--- src/rtl/ps2_pkg.sv ---
// Shared types and constants for the PS/2 frame receiver.
package ps2_pkg;

    typedef enum logic [1:0] {
        IDLE   = 2'd0,
        DATA   = 2'd1,
        PARITY = 2'd2,
        STOP   = 2'd3
    } state_t;

    localparam logic [1:0] ERR_NONE    = 2'd0;
    localparam logic [1:0] ERR_PARITY  = 2'd1;
    localparam logic [1:0] ERR_STOP    = 2'd2;
    localparam logic [1:0] ERR_TIMEOUT = 2'd3;

    localparam int DATA_BITS  = 8;
    localparam int FRAME_BITS = 11;

endpackage

--- src/rtl/ps2_sync_edge.sv ---
// Input conditioning for the PS/2 lines: 2-flop synchronisers, optional
// ps2c glitch filter (enabled by defining PS2_RX_GLITCH_FILTER_EN) and
// ps2c falling-edge detection. Synchroniser flops reset to 1 (idle bus).
module ps2_sync_edge #(
    parameter int FILTER_LEN = 4
) (
    input  logic clk,
    input  logic rst_n,
    input  logic ps2c,
    input  logic ps2d,
    output logic fe,
    output logic ps2d_s
);

    logic [1:0] c_sync;
    logic [1:0] d_sync;
    logic       c_cur;
    logic       c_prev;

    if (FILTER_LEN < 1) begin : g_bad_filter_len
        $error("FILTER_LEN must be at least 1");
    end

    // Two-stage synchronisers for both raw lines.
    always_ff @(posedge clk or negedge rst_n) begin
        if (!rst_n) begin
            c_sync <= 2'b11;
            d_sync <= 2'b11;
        end else begin
            c_sync <= {c_sync[0], ps2c};
            d_sync <= {d_sync[0], ps2d};
        end
    end

`ifdef PS2_RX_GLITCH_FILTER_EN
    localparam int CW = $clog2(FILTER_LEN + 1);
    logic [CW-1:0] flt_cnt;
    logic          c_flt;

    // Filtered clock follows the synchronised one only after FILTER_LEN
    // consecutive differing samples; shorter pulses are swallowed.
    always_ff @(posedge clk or negedge rst_n) begin
        if (!rst_n) begin
            flt_cnt <= '0;
            c_flt   <= 1'b1;
        end else if (c_sync[1] == c_flt) begin
            flt_cnt <= '0;
        end else if (flt_cnt == CW'(FILTER_LEN - 1)) begin
            flt_cnt <= '0;
            c_flt   <= c_sync[1];
        end else begin
            flt_cnt <= flt_cnt + 1'b1;
        end
    end

    assign c_cur = c_flt;
`else
    assign c_cur = c_sync[1];
`endif

    // Previous clock level for edge detection.
    always_ff @(posedge clk or negedge rst_n) begin
        if (!rst_n) c_prev <= 1'b1;
        else        c_prev <= c_cur;
    end

    assign fe     = c_prev & ~c_cur;
    assign ps2d_s = d_sync[1];

endmodule

--- src/rtl/ps2_rx_frame.sv ---
// PS/2 device-to-host frame receiver: start, 8 data bits LSB first, odd
// parity, stop. One-cycle rx_valid or rx_err strobe per frame, registered
// one cycle after the stop-bit edge. Build option: PS2_RX_GLITCH_FILTER_EN.
module ps2_rx_frame
    import ps2_pkg::*;
#(
    parameter int TIMEOUT_CYCLES = 4096,
    parameter int FILTER_LEN     = 4
) (
    input  logic       clk,
    input  logic       rst_n,
    input  logic       ps2c,
    input  logic       ps2d,
    output logic [7:0] rx_data,
    output logic       rx_valid,
    output logic       rx_err,
    output logic [1:0] err_code,
    output logic       busy
);

    localparam int TW = $clog2(TIMEOUT_CYCLES);

    logic          fe;
    logic          ps2d_s;
    state_t        state, state_nx;
    logic [2:0]    bit_cnt;
    logic [7:0]    shreg;
    logic          acc;
    logic          par_ok;
    logic [TW-1:0] to_cnt;
    logic          expired;
    logic          ok_nx;
    logic          err_nx;
    logic [1:0]    code_nx;

    ps2_sync_edge #(.FILTER_LEN(FILTER_LEN)) u_sync (
        .clk    (clk),
        .rst_n  (rst_n),
        .ps2c   (ps2c),
        .ps2d   (ps2d),
        .fe     (fe),
        .ps2d_s (ps2d_s)
    );

    // State register.
    always_ff @(posedge clk or negedge rst_n) begin
        if (!rst_n) state <= IDLE;
        else        state <= state_nx;
    end

    // Next state and frame verdict; an edge in the expiry cycle wins.
    always_comb begin
        state_nx = state;
        ok_nx    = 1'b0;
        err_nx   = 1'b0;
        code_nx  = ERR_NONE;
        expired  = (state != IDLE) && (to_cnt == TW'(TIMEOUT_CYCLES - 1));
        case (state)
            IDLE:   if (fe && !ps2d_s) state_nx = DATA;
            DATA:   if (fe && bit_cnt == 3'(DATA_BITS - 1)) state_nx = PARITY;
            PARITY: if (fe) state_nx = STOP;
            STOP: begin
                if (fe) begin
                    state_nx = IDLE;
                    if (!ps2d_s) begin
                        err_nx  = 1'b1;
                        code_nx = ERR_STOP;
                    end else if (!par_ok) begin
                        err_nx  = 1'b1;
                        code_nx = ERR_PARITY;
                    end else begin
                        ok_nx   = 1'b1;
                    end
                end
            end
            default: state_nx = IDLE;
        endcase
        if (!fe && expired) begin
            state_nx = IDLE;
            err_nx   = 1'b1;
            code_nx  = ERR_TIMEOUT;
        end
    end

    // Deserialiser, parity accumulator and inter-edge timeout counter.
    always_ff @(posedge clk or negedge rst_n) begin
        if (!rst_n) begin
            bit_cnt <= '0;
            shreg   <= '0;
            acc     <= 1'b0;
            par_ok  <= 1'b0;
            to_cnt  <= '0;
        end else begin
            if (state == IDLE) begin
                bit_cnt <= '0;
                acc     <= 1'b0;
            end else if (state == DATA && fe) begin
                shreg[bit_cnt] <= ps2d_s;
                acc            <= acc ^ ps2d_s;
                bit_cnt        <= bit_cnt + 1'b1;
            end else if (state == PARITY && fe) begin
                par_ok <= acc ^ ps2d_s;
            end
            if (fe || state == IDLE) to_cnt <= '0;
            else                     to_cnt <= to_cnt + 1'b1;
        end
    end

    // Registered strobes; rx_data only moves on a good frame.
    always_ff @(posedge clk or negedge rst_n) begin
        if (!rst_n) begin
            rx_data  <= '0;
            rx_valid <= 1'b0;
            rx_err   <= 1'b0;
            err_code <= ERR_NONE;
        end else begin
            rx_valid <= ok_nx;
            rx_err   <= err_nx;
            err_code <= code_nx;
            if (ok_nx) rx_data <= shreg;
        end
    end

    assign busy = (state != IDLE);

endmodule

--- config.mk ---
export PLATFORM = sky130hd
export DESIGN_NAME = ps2_rx_frame
export DESIGN_NICKNAME = d
export VERILOG_FILES = /design/src/rtl/ps2_pkg.sv /design/src/rtl/ps2_sync_edge.sv /design/src/rtl/ps2_rx_frame.sv
export SDC_FILE = /design/constraint.sdc
export NUM_CORES = 1
export LEC_CHECK = 0
export ABC_AREA = 1
export CORE_UTILIZATION = 45
export DETAILED_ROUTE_END_ITERATION = 10
export PLACE_DENSITY = 0.67
export SYNTH_ARGS = -nofsm -noshare
export SYNTH_HDL_FRONTEND = slang
export SYNTH_SLANG_ARGS = --single-unit
--- constraint.sdc ---
create_clock -name clk -period 1.7 [get_ports clk]
set_input_delay 0.255 -clock clk [delete_from_list [all_inputs] [get_ports clk]]
set_output_delay 0.255 -clock clk [all_outputs]
set_load 0.03 [all_outputs]
==> metrics.txt, run 1 <==
PortBufs=16; Routed WL per cell=11.41 um; gr usage total=15.16%; mean post-synth cell area=10.07 um2; fin util=54.43%; grt total ovfl=0; first-pass GRT wire length=5733 um; most common flop cell mapped by yosys=dfrtp_1; DRT antenna net count=0; static leakage=1.191 nW; largest net degree at the start of global routing=45; CP startpoint kind=register; Placer Congestion=0.7543; CTS root buffer=clkbuf_8; Synth area leaders=dfrtp_1 48%, dfstp_2 6.5%, nand2_1 6.5%, ha_1 4.9%, mux2_1 4.4%; critical path's top delay family=flip-flops; CTS Buf Count=5; HP Class=in2async; Slew Limit Headroom=63.79%; Max Fclk=0.6341 GHz; sequential cell area fraction in the yosys report=54.43%; placed instance count=271; largest area contributor in the netlist=dfrtp_1; critical-path cell list=buf_4, ha_1, inv_1, nor2_2, inv_2, nor2_8, mux2_1; Detailed Place HPWL=2218 um; Final Max Slew Viols=0; Largest stage delay, worst path=380 ps; Post-DP Area=0.002260 mm2; Syn Nets=214; CTS clk-pin slew, worst paths=80 ps; CTS H-tree lvls=2; share of cells above drive strength 1=19.13%; Worst path slowest cell=dfrtp_1; #FFs+latches synth=44; worst slack at placement=101.1 ps; vias=1347; area delta synth->final=16.48%; unique cell type count in the Yosys netlist=26; Via density=4.777; Initial Util=46.72%; Pwr Density=1145 mW/mm2; Critical Path Sink Type=register; Ys Warns=0; CTS tree=done; Critical Path RT=1880 ps; WP data arrival=1750 ps; clk buf depth=2; antenna violations before repair=0; Top Ports=17; Final WS setup=123.1 ps; overall routed net length=3219 um; final instance area=0.002370 mm2; status=complete, no violations; Async SR Flop Fraction=100.0%; post-cts hold buffer count=0; ant diodes=0; Final period util=92.76%; vias in the first global route=1274; Yosys top cell area share=47.97%; EDFF count, synth=0; Fin. Hold Viols=0; Vert. Die Dim=69.24 um; Clock Sink Count=44; Finished Layout Cells=282; full die area=0.004794 mm2; Clock Skew=6.809 ps; core area=0.004354 mm2; Worst Path Buf+Inv=3; DRT iter0 DRCs=78; Netlist Area Pre-Place=0.002034 mm2; Tot Pwr=2.713 mW; Skew-Pair Late Insertion Delay=290 ps; max_cap viols=0; final setup violation count=0; Final Net Count=241; # rows=24; CP Class=reg2reg; Residual DRC=0; crit path time final=1577 ps; Least-Margin Pin Slew=543.1 ps; DRT Pass-1 Iters=6; die width=69.24 um; VDD IR-drop max=567.9 uV; crit path max fanout=9; cells after synthesis=202
[registers in the layout, summed over array words and instances (netlist names), 2 cells and up]
register       cells
to_cnt            12
u_sync.c_sync      2
bit_cnt            3
shreg              8
state              2
err_code           2
u_sync.d_sync      2
rx_data            8
[final timing paths]
check	start	end	slack, ps	cells past startpoint
setup / recovery	state[0]$_DFFE_PN0P_	rx_data[2]$_DFFE_PN0P_	120	7
hold / removal	rst_n	rx_valid$_DFF_PN0_	20	2
setup reg to reg	state[0]$_DFFE_PN0P_	rx_data[2]$_DFFE_PN0P_	120	7
hold reg to reg	u_sync.d_sync[0]$_DFF_PN1_	u_sync.d_sync[1]$_DFF_PN1_	360	0
max in group asynchronous	rst_n	u_sync.d_sync[0]$_DFF_PN1_	1290	2
min in group clk	u_sync.d_sync[0]$_DFF_PN1_	u_sync.d_sync[1]$_DFF_PN1_	360	0
[cell usage in the layout, fill, tap and decap left out, types with 2 or more instances in the layout]
| cell | netlist | routed |
|---|---|---|
| nor2_1 | 13 | 13 |
| nand2_4 | 4 | 4 |
| a21oi_1 | 13 | 13 |
| o21ai_0 | 10 | 10 |
| o21ai_1 | 9 | 9 |
| nor2_2 | 4 | 4 |
| nor2_8 | 3 | 3 |
| buf_4 | 0 | 5 |
| clkbuf_8 | 0 | 5 |
| dfstp_2 | 5 | 5 |
| nand2_1 | 35 | 35 |
| nand2_2 | 3 | 3 |
| o31ai_1 | 2 | 2 |
| inv_2 | 8 | 8 |
| dfrtp_1 | 39 | 39 |
| mux2_1 | 8 | 8 |
| clkdlybuf4s50_1 | 0 | 14 |
| inv_1 | 19 | 19 |
| nand3_1 | 10 | 10 |
| ha_1 | 8 | 7 |
[through the flow]
stage	hold WS [ps]	TNS [ps]
finish	19.71	0
global route	65.71	-25.94
CTS	39.59	0
detailed placement	346.9	0
global placement	345.5	0
floorplan	-40.59	0
[per-layer routing]
| layer | vias to the layer above | wire length, um | global-route usage (%) |
|---|---|---|---|
| met5 | - | 0 | 0 |
| met4 | 0 | 59 | 6.122 |
| met3 | 6 | 106 | 3.924 |
| met2 | 18 | 1408 | 22.44 |
| met1 | 613 | 1646 | 21.28 |
| li1 | 710 | - | - |
[synth_stat cells, types with 5 or more instances]
library cell and instances:
dfstp_2 5, o21ai_0 10, ha_1 8, a21oi_1 13, nand2_1 35, inv_2 8, dfrtp_1 39, nor2_1 13
o21ai_1 9, nand3_1 10, mux2_1 8, inv_1 19
[cell families after synthesis]
logic type / count (synthesis) / synth area share, %
buffers and inverters: 27 / 4.982
AO/OA/AOI/OAI: 37 / 10.15
AND/OR/NAND/NOR: 76 / 20.23
XOR/XNOR: 2 / 0.8612
multiplexers: 8 / 4.428
adder cells (fa/ha/maj): 8 / 4.920
flip-flops: 44 / 54.43
[cell type report]
cell class                      count  area, um2
Clock buffer                        6      72.57
Clock inverter                      2      12.51
Fill cell                         388       1984
Inverter                           27      101.3
Multi-Input combinational cell    131      828.3
Sequential cell                    44       1107
Tap cell                           52      65.06
Timing Repair Buffer               20      182.7
[where the power goes]
| group | internal [mW] | switching [mW] |
|---|---|---|
| clock | 0.287 | 0.343 |
| combinational | 0.319 | 0.507 |
| sequential | 1.17 | 0.0823 |
[timing repair]
action                                  CTS  global route
gates resized for setup                   0             1
endpoints found under the setup margin    0             3
endpoints found under the hold margin     0             0
buffers inserted                          0             3
(Power assumes the default switching activity.)
==> inputs of run 2 (changes only) <==
- DONT_BUFFER_PORTS: unset -> 1
- PLACE_DENSITY: 0.67 -> 0.69
==> metrics.txt, run 2 (same netlist as run 1, synthesis figures left out) <==
status=complete, no violations; Residual DRC=0 (unchanged); GR Util met2=24.92% (+2.5 points); CTS Buf Count=5 (unchanged); vias in the first global route=1323 (+3.8%); HP Class=reg2reg; DRT Pass-1 Iters=4 (-2); Placer Congestion=0.8219 (+9.0%); Clock Skew=4.294 ps (-2.515 ps); Skew-Pair Late Insertion Delay=290 ps (about the same); CP Class=reg2reg; CTS clk-pin slew, worst paths=80 ps (about the same); Final WS setup=147.6 ps (+24.57 ps); Worst path slowest cell=dfrtp_1; PortBufs=0 (-16); Worst Hold Depth=0; first-pass GRT wire length=6051 um (+5.5%); Switching Fraction=33.10% (-1.3 points); # rows=24 (unchanged); critical path's top delay family=simple AND/OR/NAND/NOR gates; Slew Limit Headroom=74.98% (+11 points); Comb pwr share=25.2% (-5.3 points); Tot Pwr=2.860 mW (+5.4%); Hold Path Origin=u_sync.c_sync[0]$_DFF_PN1_; commonest non-fill, non-tap cells in the layout=39 x dfrtp_1, 34 x nand2_1, 18 x inv_1, 13 x a21oi_1, 13 x nor2_1; critical-path cell list=inv_2, ha_2, inv_2, nand2_2, nor2_1, nand3_2, a21oi_4, nand2_2, nand2_1, nand2_1; final setup violation count=0 (unchanged); antenna violations before repair=0 (unchanged); Detailed Place HPWL=2325 um (+4.8%); M3 GR Usage=4.360% (+0.44 points); grt total ovfl=0 (unchanged); hold-critical path endpoint=u_sync.c_sync[1]$_DFF_PN1_; Initial Util=46.72% (unchanged); clk buf depth=2 (unchanged); CP Launch Point=state[0]$_DFFE_PN0P_; core area=0.004354 mm2 (unchanged); worst reg2reg startpoint=state[0]$_DFFE_PN0P_; R2R setup slack=150 ps (+20 ps); CTS root buffer=clkbuf_8; max_cap viols=0 (unchanged); Final Max Slew Viols=0 (unchanged); gr usage total=15.88% (+0.72 points); static leakage=1.161 nW (-2.5%); die width=69.24 um (unchanged); Via density=4.993 (+4.5%); area delta synth->final=12.48%; DRT antenna net count=0 (unchanged); leading cell type in the layout, fill and taps excluded=dfrtp_1; CTS tree=done; vias=1333 (-1.0%); Most Crowded Layer GR=met2; CTS H-tree lvls=2 (unchanged); Clk pwr share=29.2% (+6.0 points); sw power=0.9468 mW (+1.5%); Final Net Count=226 (-6.2%); Internal Power=1.913 mW (+7.5%); largest registers=to_cnt: 12 flops, rx_data: 8 flops, shreg: 8 flops; Pwr Density=1250 mW/mm2 (+9.2%); Final period util=91.32% (-1.4 points); WP data arrival=1740 ps (about the same); share of cells above drive strength 1=20.47% (+1.3 points); fillcell total=363 (-6.4%); reg-to-reg endpoint=state[0]$_DFFE_PN0P_; GR Util met1=21.62% (+0.35 points); DRT iter0 DRCs=48 (-38%); Largest stage delay, worst path=420 ps (+40 ps); VDD IR-drop max=630.7 uV (+11%); Worst Path Buf+Inv=2 (-1); worst slack at placement=79.38 ps (-21.69 ps); Crit. path cell count=10 (+3); crit path time final=1552 ps (-24.57 ps); full die area=0.004794 mm2 (unchanged); Least-Margin Pin Slew=373.9 ps (-169.2 ps); largest register by flop count=to_cnt; largest net degree at the start of global routing=45 (unchanged); r2r worst-path depth=10 (+3); Seq pwr share=45.6% (-0.7 points); area occupied by multi-input gates=835.8 um2 (+0.91%); crit path max fanout=5 (-4); ant diodes=0 (unchanged); Max Fclk=0.6442 GHz (+1.6%); Vert. Die Dim=69.24 um (unchanged); Routed WL per cell=12.46 um (+9.2%); hold slack final=361.3 ps (+341.6 ps); Fin. Hold Viols=0 (unchanged); Top Ports=17 (unchanged); max reg flops=12 (unchanged); CP startpoint kind=register; register area=0.001107 mm2 (unchanged); Critical Path RT=1880 ps (about the same); Clock Sink Count=44 (unchanged); overall routed net length=3328 um (+3.4%); Critical Path Sink Type=register
[run 2: final cells by class]
| type | instances | area share, % |
|---|---|---|
| clock inverter | 2 | 1.695 |
| timing repair buffer | 5 | 2.515 |
| inverter | 27 | 4.429 |
| clock buffer | 6 | 3.609 |
| tap | 52 | 2.843 |
| sequential | 44 | 48.39 |
| multi-input combinational | 131 | 36.52 |
[run 2: worst max path at each step]
| stage | to | slack (ps) |
|---|---|---|
| after floorplan | state[0]$_DFFE_PN0P_ | 100 |
| after global placement | state[1]$_DFFE_PN0P_ | 140 |
| after detailed placement | state[0]$_DFFE_PN0P_ | 80 |
| after CTS | state[0]$_DFFE_PN0P_ | 50 |
| after global routing | state[0]$_DFFE_PN0P_ | -5 |
| final | state[0]$_DFFE_PN0P_ | 150 |
[run 2: timing repair]
| item | 4_1_cts | 5_1_grt |
|---|---|---|
| resized for setup | 0 | 4 |
| endpoints found under the hold margin | 46 | 0 |
| hold buffers | 4 | 0 |
| endpoints found under the setup margin | 0 | 2 |
| setup buffers | 0 | 0 |
[run 2: routing by layer]
| metal | part of all wire [%] | routed length, um | up-vias |
|---|---|---|---|
| li1 | - | - | 683 |
| met1 | 48 | 1592 | 632 |
| met2 | 48 | 1589 | 13 |
| met3 | 3.1 | 103 | 5 |
| met4 | 1.3 | 43 | 0 |
| met5 | 0 | 0 | - |
[run 2: power groups by stage]
| stage | clock network (mW) | logic, mW | registers [mW] |
|---|---|---|---|
| after floorplan | 0 | 0.557 | 1.30 |
| after global placement | 0 | 0.674 | 1.32 |
| after detailed placement | 0 | 0.691 | 1.32 |
| after CTS | 0.856 | 0.724 | 1.30 |
| after global routing | 0.894 | 0.832 | 1.32 |
| final | 0.835 | 0.721 | 1.30 |
[run 2: worst register-to-register path, cell delays in order (launching register included)]
cell	delay, ps
dfrtp_1	420
inv_2	70
ha_2	210
inv_2	100
nand2_2	70
nor2_1	110
nand3_2	100
a21oi_4	190
nand2_2	70
nand2_1	50
nand2_1	50
[run 2: through the flow]
step	instances	utilization, %	setup TNS, ps	instance area (um2)
2_1_floorplan	202	-	0	2034
3_3_place_gp	255	48.39	0	2107
3_5_place_dp	255	48.39	0	2107
4_1_cts	267	52.33	0	2278
5_1_grt	267	52.56	-5.004	2288
6_report	267	52.56	0	2288
